**config.mk**
```make
export PLATFORM = sky130hd
export DESIGN_NAME = cdc_deglitch
export DESIGN_NICKNAME = d
export VERILOG_FILES = /design/src/rtl/cdc_deglitch.sv
export SDC_FILE = /design/constraint.sdc
export NUM_CORES = 1
export LEC_CHECK = 0
export CORE_AREA = 2 2 39 41
export DETAILED_ROUTE_END_ITERATION = 7
export DIE_AREA = 0 0 41 43
export DONT_BUFFER_PORTS = 1
export GPL_TIMING_DRIVEN = 0
export PLACE_DENSITY_LB_ADDON = 0.3
export SLEW_MARGIN = 30
export SYNTH_ARGS = -nofsm -noshare
export SYNTH_HDL_FRONTEND = slang
export SYNTH_SLANG_ARGS = --single-unit
```
**constraint.sdc**
```tcl
create_clock -name clk_i -period 2.9 [get_ports clk_i]
set_input_delay 0.58 -clock clk_i [delete_from_list [all_inputs] [get_ports clk_i]]
set_output_delay 0.58 -clock clk_i [all_outputs]
set_load 0.005 [all_outputs]
```
**src/rtl/cdc_deglitch.sv**
```systemverilog
// cdc_deglitch: debounce filter for an already-synchronized level, with rise/fall pulses.
// Define CDC_DEGLITCH_EVT_CNT_EN to add a saturating accepted-transition counter.
module cdc_deglitch #(
  parameter int   CNT_WIDTH = 8,
  parameter logic RST_VAL   = 1'b0
) (
  input  logic                 clk_i,
  input  logic                 rst_n_i,
  input  logic                 en_i,
  input  logic [CNT_WIDTH-1:0] thr_i,
  input  logic                 dat_i,
  output logic                 dat_o,
  output logic                 rise_o,
  output logic                 fall_o,
  output logic                 busy_o
`ifdef CDC_DEGLITCH_EVT_CNT_EN
  ,
  input  logic                 evt_clr_i,
  output logic [15:0]          evt_cnt_o
`endif
);
  typedef enum logic {STABLE, CHECK} state_t;
  state_t r_state, w_state_nxt;
  logic [CNT_WIDTH-1:0] r_cnt, w_cnt_nxt;
  logic r_dat, r_rise, r_fall;
  logic w_dat_nxt, w_rise_nxt, w_fall_nxt, w_diff, w_acc;
  // cnt < thr_i whenever it increments, so it cannot wrap
  always_comb begin
    w_diff      = en_i && (dat_i != r_dat);
    w_acc       = w_diff && (r_cnt >= thr_i);
    w_state_nxt = (w_diff && !w_acc) ? CHECK : STABLE;
    w_cnt_nxt   = (w_diff && !w_acc) ? r_cnt + 1'b1 : '0;
    w_dat_nxt   = w_acc ? dat_i : r_dat;
    w_rise_nxt  = w_acc && dat_i;
    w_fall_nxt  = w_acc && !dat_i;
  end
  always_ff @(posedge clk_i) begin
    if (!rst_n_i) begin
      r_state <= STABLE;
      r_cnt   <= '0;
      r_dat   <= RST_VAL;
      r_rise  <= 1'b0;
      r_fall  <= 1'b0;
    end else begin
      r_state <= w_state_nxt;
      r_cnt   <= w_cnt_nxt;
      r_dat   <= w_dat_nxt;
      r_rise  <= w_rise_nxt;
      r_fall  <= w_fall_nxt;
    end
  end
  assign dat_o  = r_dat;
  assign rise_o = r_rise;
  assign fall_o = r_fall;
  assign busy_o = (r_state == CHECK);
`ifdef CDC_DEGLITCH_EVT_CNT_EN
  logic [15:0] r_evt;
  always_ff @(posedge clk_i) begin
    if (!rst_n_i || evt_clr_i) r_evt <= '0;
    else if ((r_rise || r_fall) && r_evt != 16'hFFFF) r_evt <= r_evt + 16'd1;
  end
  assign evt_cnt_o = r_evt;
`endif
endmodule

```
==> metrics, run 1 <==
Fmax 0.570 GHz; Inserted Clock Buffers 3; CTS Buffer Depth 2; Levels on crit path 6; Flop pwr share 50.9%; number of routed nets with antenna violations 0; total power 329 uW; drt via density 5.46; Placed Area 712 um2; non-filler instance count after layout 94; # DRC 0; top cells by area, synth dfxtp_1 (35%), ha_1 (16%), xor2_1 (6.3%); Final Hold Vio Count 0; Core ar. 1380 um2; slowest CP cell a2111oi_4; CTS H-tree depth 1; fin crit share 60.5%; fin. max-slew vios 0; Min Hold Slack 0.437 ns; R2R depth 6; Port Buffers 0; Multi-input gate area 414 um2; Finished Cell Area 748 um2; Reg clk slew, reported paths 0.08 ns; clk root buf clkbuf_4; Max Fanout on Critical Path 6; Mapped Cells 74; Layout area overhead 8.14%; post_cts resized 0; Final setup violation count 0; crit path launch r_cnt[0]; drt wl/cell 12.1 um; Worst Clk Skew 0.00677 ns; register area 240 um2; CP delay by family, top compound AO/OA/AOI/OAI gates; largest net degree at the start of global routing 9; worst flop-to-flop path endpoint dat_o; Remaining Overflow, GRT 0; Critical Path End dat_o; placed insts 90; Via Count 513; RSZ-0062 raised after global routing false; register-to-register setup slack 1.15 ns; Sinks on Clock Net 12; Post-CTS Setup Bufs 0; first-pass iteration count of the detailed router 3; effective utilization at floorplan 50.0%; VDD IR-drop max 200 uV; Critical Path AT 1.92 ns; RePlAce Congestion 0.701; Slew HR 72.3%; initial detailed-routing violation count 6; die area 1760 um2; ordered list of cells on the worst path inv_1, ha_1, nand2b_4, a2111oi_4, o32ai_1, mux2i_1; final setup TNS 0 ns; Yosys cell types 21; Filler cells 145; reg2reg start r_cnt[0]; Int Power 254 uW; wirelength, routed 1140 um; row count 14; antenna violations before repair 0; Sw Share 22.7%; critical path type flip-flop to flip-flop; # diodes 0; post-synthesis sequential area ratio 34.7%; share of the synthesized area in the top cell type 34.7%; most common cell after layout, fill and taps aside dfxtp_1; Die Wd 41 um; switching power of the nets 74.5 uW; CP Capture Type flip-flop; cell area power density 439 nW/um2; Comb pwr share 7.6%; Total Nets Final 100; Ys Warns 0; die height 43 um; cts hold-fix bufs 0; P_leak 0.000340 uW; Synth Net Count 95; dpl hpwl 935 um; global router's overall resource usage 16.9%; element type at the critical path start flip-flop; final worst path period need 1.75 ns; layout cells sized above 1 10.3%; # IOs 16; Worst-Skew Late Latency 0.28 ns; clock network power share 41.5%; area leader, netlist dfxtp_1; Hold WC Path Type input pin to flip-flop; Cell Area, Synth 692 um2; Least-Margin Pin Slew 0.414 ns; #FFs+latches synth 12; max cap viols 0; crit path buf inv count 1; most frequent cells in the layout dfxtp_1 (12), inv_1 (10), ha_1 (9); number of global-route vias before repair 501; slowest stage delay, CP 0.45 ns; outcome finished, final reports clean; worst path required time 3.07 ns; Mean Syn Cell Area 9.35 um2; first-pass GRT wire length 1930 um; CTS tree done
-- area by class of cell --
type,instances,share of cell area [%]
Tap cell,16,2.68
Sequential cell,12,32.1
Inverter,10,5.02
Multi-Input combinational cell,52,55.4
Clock buffer,4,4.85
-- metrics by stage --
step           util (%)  setup WS, ns
2_1_floorplan         -          1.08
3_3_place_gp       51.4          1.04
3_5_place_dp       51.4          1.01
4_1_cts            54.1          1.12
5_1_grt            54.1          1.06
6_report           54.1          1.15
-- sequential cells by signal, indices dropped and copies added (netlist names) --
| register | flops |
|---|---|
| dat_o | 1 |
| r_cnt | 8 |
| busy_o | 1 |
| rise_o | 1 |
| fall_o | 1 |
-- power groups by stage --
stage	logic [uW]	clock network (uW)	registers, uW
4_1_cts	25.6	139	167
2_1_floorplan	22.0	0	171
3_3_place_gp	24.1	0	171
3_5_place_dp	25.5	0	171
6_report	25.1	136	167
5_1_grt	28.2	147	168
-- worst min-delay path by stage --
stage	from	endpoint	depth (start not counted)
5_1_grt	rst_n_i	dat_o	2
4_1_cts	rst_n_i	dat_o	2
3_5_place_dp	r_cnt[0]	r_cnt[0]	1
3_3_place_gp	r_cnt[0]	r_cnt[0]	1
6_report	dat_i	dat_o	2
2_1_floorplan	r_cnt[0]	r_cnt[0]	1
-- synthesized netlist by cell type --
| cell | instances |
|---|---|
| nand4_1 | 1 |
| and3_1 | 3 |
| a2111oi_4 | 1 |
| dfxtp_1 | 12 |
| o31a_2 | 1 |
| nor2_1 | 8 |
| o21a_1 | 2 |
| o311ai_4 | 1 |
| xor2_1 | 5 |
| o32ai_1 | 1 |
| mux2i_1 | 1 |
| o21ai_0 | 1 |
| nand3_1 | 5 |
| ha_1 | 9 |
| inv_1 | 10 |
| nand2b_1 | 2 |
| nor3_1 | 2 |
| xnor2_1 | 1 |
| nand2_1 | 4 |
| a21oi_1 | 3 |
| nand2b_4 | 1 |
-- per-layer routing --
metal  up-vias  part of all wire (%)  GRT usage [%]
li1        262                     -              -
met1       229                    42           16.8
met2        17                    49           27.2
met3         5                   6.2           7.33
met4         0                   3.0           10.0
met5         -                     0              0
-- cells by family (layout without fill, tap and decap cells) --
kind of cell / Yosys count / after routing / synth area share (%)
compound gates: 10 / 10 / 15.6
xor+xnor: 6 / 6 / 7.59
fa+ha+maj: 9 / 9 / 16.3
buf+inv: 10 / 14 / 5.43
flops: 12 / 12 / 34.7
mux: 1 / 1 / 1.45
simple gates: 26 / 26 / 19.0
(Power assumes the default switching activity.)
==> run 2, diff against run 1 <==
--- a/config.mk
+++ b/config.mk
@@ -5,9 +5,9 @@
 export SDC_FILE = /design/constraint.sdc
 export NUM_CORES = 1
 export LEC_CHECK = 0
-export CORE_AREA = 2 2 39 41
+export CORE_MARGIN = 2
+export CORE_UTILIZATION = 53
 export DETAILED_ROUTE_END_ITERATION = 7
-export DIE_AREA = 0 0 41 43
 export DONT_BUFFER_PORTS = 1
 export GPL_TIMING_DRIVEN = 0
 export PLACE_DENSITY_LB_ADDON = 0.3
==> constraint.sdc (replaced) <==
create_clock -name clk_i -period 1.6 [get_ports clk_i]
set_input_delay 0.32 -clock clk_i [delete_from_list [all_inputs] [get_ports clk_i]]
set_output_delay 0.32 -clock clk_i [all_outputs]
set_load 0.005 [all_outputs]
==> metrics, run 2 (synthesized netlist as in run 1, its figures left out) <==
outcome finished, final reports clean; min-delay src rst_n_i; ordered list of cells on the worst path inv_4, ha_4, nand2b_4, a2111oi_4, buf_4, o311ai_4, nor2_1; CTS tree done; Worst-Skew Late Latency 0.28 ns (about the same); Die Wd 40.1 um (-2.1%); Inserted Clock Buffers 3 (unchanged); Critical Path AT 1.75 ns (-0.17 ns); Final Hold Vio Count 0 (unchanged); # DRC 0 (unchanged); Layout area overhead 16.5%; fin. max-slew vios 0 (unchanged); CTS Buffer Depth 2 (unchanged); worst path required time 1.75 ns (-1.32 ns); Multi-input gate area 444 um2 (+7.3%); Final setup violation count 0 (unchanged); # IOs 16 (unchanged); # diodes 0 (unchanged); hold path depth 2 (unchanged); final worst path period need 1.60 ns (-0.154 ns); fin crit share 100% (+40 points); P_leak 0.000383 uW (+13%); slowest stage delay, CP 0.41 ns (-0.04 ns); Reg clk slew, reported paths 0.07 ns (about the same); slowest CP cell o311ai_4; first-pass iteration count of the detailed router 4 (+1); global router's overall resource usage 20.4% (+3.5 points); most frequent cells in the layout dfxtp_1 (11), inv_1 (9), ha_1 (8); first-pass GRT wire length 2040 um (+6.1%); clk root buf clkbuf_4; worst slack, placed -0.134 ns (-1.15 ns); die height 40.1 um (-6.7%); die area 1610 um2 (-8.7%); crit path buf inv count 2 (+1); register-to-register setup slack 0.0001 ns (-1.15 ns); largest net degree at the start of global routing 9 (unchanged); Max Fanout on Critical Path 8 (+2); Sinks on Clock Net 12 (unchanged); final core utilization 64.3% (+10 points); Filler cells 110 (-24%); Port Buffers 0 (unchanged); drt wl/cell 12.6 um (+4.3%); critical path type flip-flop to flip-flop; dpl hpwl 905 um (-3.2%); wirelength, routed 1210 um (+6.5%); setup slack after layout 0.000145 ns (-1.15 ns); Total Nets Final 103 (+3.0%); Via Count 516 (+0.58%); RSZ-0062 raised after global routing true; number of global-route vias before repair 517 (+3.2%); Fmax 0.625 GHz (+9.6%); worst flop-to-flop path endpoint r_cnt[6]; element type at the critical path start flip-flop; Least-Margin Pin Slew 0.412 ns (-0.00225 ns); layout cells sized above 1 19.8% (+9.5 points); max cap viols 0 (unchanged); most common cell after layout, fill and taps aside dfxtp_1; CP Capture Type flip-flop; antenna violations before repair 0 (unchanged); CP delay by family, top compound AO/OA/AOI/OAI gates; number of routed nets with antenna violations 0 (unchanged); max reg flops 8 (unchanged); reg2reg start r_cnt[0]; placed insts 89 (-1.1%); RePlAce Congestion 0.685 (-2.3%); R2R depth 7 (+1); cell area power density 743 nW/um2 (+69%); Core ar. 1250 um2 (-9.5%); drt via density 5.38 (-1.5%); Reg with most FFs r_cnt; Hold WC Path Type input pin to flip-flop; initial detailed-routing violation count 5 (-1); Hold Path End dat_o; effective utilization at floorplan 55.2% (+5.2 points); Remaining Overflow, GRT 0 (unchanged); row count 13 (-1); non-filler instance count after layout 96 (+2.1%); CTS H-tree depth 1 (unchanged); Slew HR 72.5% (+0.15 points); Worst Clk Skew 0.00260 ns (-0.00417 ns); VDD IR-drop max 591 uV (+200%); register area 244 um2 (+1.6%)
-- run 2: worst register-to-register path, cell delays in order, from the launching register on --
cell and delay (ns):
dfxtp_4 0.37, inv_4 0.04, ha_4 0.24, nand2b_4 0.11
a2111oi_4 0.06, buf_4 0.16, o311ai_4 0.41, nor2_1 0.09
-- run 2: stage by stage --
| stage | hold slack (ns) | cell area, um2 | TNS [ns] | power (uW) |
|---|---|---|---|---|
| 2_1_floorplan | 0.448 | 692 | 0 | 350 |
| 3_3_place_gp | 0.468 | 711 | -0.747 | 354 |
| 3_5_place_dp | 0.477 | 711 | -1.05 | 357 |
| 4_1_cts | 0.172 | 801 | -0.0615 | 606 |
| 5_1_grt | 0.174 | 806 | -0.366 | 627 |
| 6_report | 0.183 | 806 | 0 | 599 |
-- run 2: final cells by class --
cell class | count | area share [%]
multi-input cells | 52 | 55.1
flip-flops and latches | 12 | 30.3
inverters | 10 | 4.97
clock buffers | 4 | 4.50
repair buffers | 3 | 2.80
well taps | 15 | 2.33
-- run 2: worst max-delay path by stage --
stage,from,endpoint,slack [ns],cells after the start
2_1_floorplan,r_cnt[0],dat_o,0.002,6
3_3_place_gp,r_cnt[0],dat_o,-0.11,6
3_5_place_dp,r_cnt[0],dat_o,-0.13,6
4_1_cts,r_cnt[0],r_cnt[7],-0.02,7
5_1_grt,r_cnt[0],r_cnt[2],-0.05,7
6_report,r_cnt[0],r_cnt[6],0.0001,7
-- run 2: report_power, final --
| group | internal (uW) | switching [uW] |
|---|---|---|
| Sequential | 300 | 2.18 |
| Clock | 139 | 100 |
| Combinational | 29.1 | 28.9 |
| Total | 468 | 131 |
-- run 2: per-layer routing --
metal / GRT usage [%] / wire [um]
met5: 0 / 0
met4: 10.3 / 21
met3: 8.89 / 73
met2: 38.3 / 617
met1: 18.0 / 500
-- run 2: timing repair --
item	4_1_cts	5_1_grt
pin swaps	10	2
setup endpoints to repair	12	11
setup buffers	3	0
hold buffers	0	0
resized for setup	6	2
==> run 3, diff against run 2 <==
--- a/config.mk
+++ b/config.mk
@@ -15,3 +15,4 @@
 export SYNTH_ARGS = -nofsm -noshare
 export SYNTH_HDL_FRONTEND = slang
 export SYNTH_SLANG_ARGS = --single-unit
+export TNS_END_PERCENT = 10
==> constraint.sdc (replaced) <==
create_clock -name clk_i -period 1.6 [get_ports clk_i]
set_input_delay 0.32 -clock clk_i [delete_from_list [all_inputs] [get_ports clk_i]]
set_output_delay 0.32 -clock clk_i [all_outputs]
set_load 0.05 [all_outputs]
==> metrics, run 3 (synthesized netlist as in run 1, its figures left out) <==
setup slack after layout -0.0113 ns (-0.0114 ns); Worst-Skew Late Latency 0.28 ns (about the same); worst path required time 1.81 ns (+0.06 ns); number of global-route vias before repair 517 (unchanged); outcome finished with violations; die area 1610 um2 (unchanged); slowest CP cell dfxtp_4; RePlAce Congestion 0.685 (unchanged); Filler cells 109 (-0.91%); final setup TNS -0.0305 ns (-0.0305 ns); # IOs 16 (unchanged); # DRC 0 (unchanged); Hold WC Path Type input pin to flip-flop; drt via density 5.36 (-0.19%); die height 40.1 um (unchanged); Least-Margin Pin Slew 0.556 ns (+0.144 ns); antenna violations before repair 0 (unchanged); ordered list of cells on the worst path inv_2, ha_4, nand2b_4, a2111oi_4, buf_4, o311ai_4, nor2_1; initial detailed-routing violation count 5 (unchanged); Sinks on Clock Net 12 (unchanged); Remaining Overflow, GRT 0 (unchanged); Reg with most FFs r_cnt; CTS H-tree depth 1 (unchanged); final worst path period need 1.61 ns (+0.0114 ns); critical path type flip-flop to flip-flop; Core ar. 1250 um2 (unchanged); dpl hpwl 905 um (unchanged); Die Wd 40.1 um (unchanged); Inserted Clock Buffers 3 (unchanged); Fmax 0.621 GHz (-0.71%); slowest stage delay, CP 0.36 ns (-0.05 ns); max reg flops 8 (unchanged); CP Capture Type flip-flop; most common cell after layout, fill and taps aside dfxtp_1; wirelength, routed 1220 um (+0.33%); RSZ-0062 raised after global routing true; cell area power density 750 nW/um2 (+0.91%); Total Nets Final 103 (unchanged); CTS Buffer Depth 2 (unchanged); Worst Clk Skew 0.00255 ns (-0.0000464 ns); first-pass GRT wire length 2040 um (unchanged); CTS tree done; P_leak 0.000383 uW (-0.21%); row count 13 (unchanged); fin crit share 101% (+0.71 points); Reg clk slew, reported paths 0.07 ns (about the same); worst slack, placed -0.134 ns (unchanged); Slew HR 62.9% (-9.6 points); layout cells sized above 1 19.8% (unchanged); failing checks negative setup slack; Layout area overhead 16.1%; # diodes 0 (unchanged); number of routed nets with antenna violations 0 (unchanged); Final Hold Vio Count 0 (unchanged); global router's overall resource usage 20.4% (unchanged); Max Fanout on Critical Path 8 (unchanged); Via Count 515 (-0.19%); clk root buf clkbuf_4; fin. max-slew vios 0 (unchanged); max cap viols 0 (unchanged); Critical Path AT 1.82 ns (+0.07 ns); element type at the critical path start flip-flop; largest net degree at the start of global routing 9 (unchanged); Port Buffers 0 (unchanged); first-pass iteration count of the detailed router 4 (unchanged); drt wl/cell 12.7 um (+0.33%); VDD IR-drop max 594 uV (+0.49%); effective utilization at floorplan 55.2% (unchanged); most frequent cells in the layout dfxtp_1 (11), inv_1 (9), ha_1 (8); Final setup violation count 4 (+4)
==> run 3: cell types whose count changed in the layout (fill, tap and decap cells not counted) <==
| cell | change |
|---|---|
| inv_2 | +1 |
| inv_4 | -1 |
==> run 3: repair_timing <==
item | 4_1_cts | 5_1_grt
gates resized for setup | 6 | 1
buffers inserted | 3 | 0
pin swaps | 9 | 0
hold buffers | 0 | 0
setup endpoints to repair | 12 | 11
hold endpoints to repair | 0 | 0
==> run 3: final timing paths <==
path | from | endpoint | cells after the start | slack, ns
setup / recovery | r_cnt[0] | r_cnt[2] | 7 | -0.01
hold / removal | rst_n_i | dat_o | 2 | 0.18
setup reg to reg | r_cnt[0] | r_cnt[2] | 7 | -0.01
hold reg to reg | r_cnt[0] | r_cnt[0] | 2 | 0.55
==> run 3: layout make-up <==
cell class | count | area (um2) | area share (%)
inverters | 10 | 37.5 | 4.67
clock buffers | 4 | 36.3 | 4.52
multi-input cells | 52 | 444 | 55.3
flip-flops and latches | 12 | 244 | 30.4
repair buffers | 3 | 22.5 | 2.80
well taps | 15 | 18.8 | 2.34
==> run 3: critical path, delay by kind of cell (launching register included) <==
family / cells / cell delay (ns)
AOI/OAI and AO/OA: 2 / 0.47
DFF: 1 / 0.36
and+or+nand+nor: 2 / 0.27
buffers and inverters: 2 / 0.23
adders and majority gates: 1 / 0.22
==> run 3: power breakdown <==
group / total, uW / switching [uW] / internal (uW)
Sequential: 306 / 5.68 / 300
Combinational: 58.0 / 29.1 / 29.0
Clock: 239 / 100 / 139
==> run 3: layer usage <==
metal	global-route usage [%]	share of wire, %
met5	0	0
met4	10.3	1.7
met3	8.89	6.0
met2	38.3	51
met1	18.0	41
==> run 3: stage by stage <==
step | hold slack [ns] | cell area, um2 | power (uW) | util (%) | std cells
2_1_floorplan | 0.448 | 692 | 354 | - | 74
5_1_grt | 0.174 | 803 | 630 | 64.1 | 96
4_1_cts | 0.172 | 801 | 610 | 63.9 | 96
3_5_place_dp | 0.477 | 711 | 361 | 56.7 | 89
3_3_place_gp | 0.468 | 711 | 358 | 56.7 | 89
6_report | 0.184 | 803 | 602 | 64.1 | 96
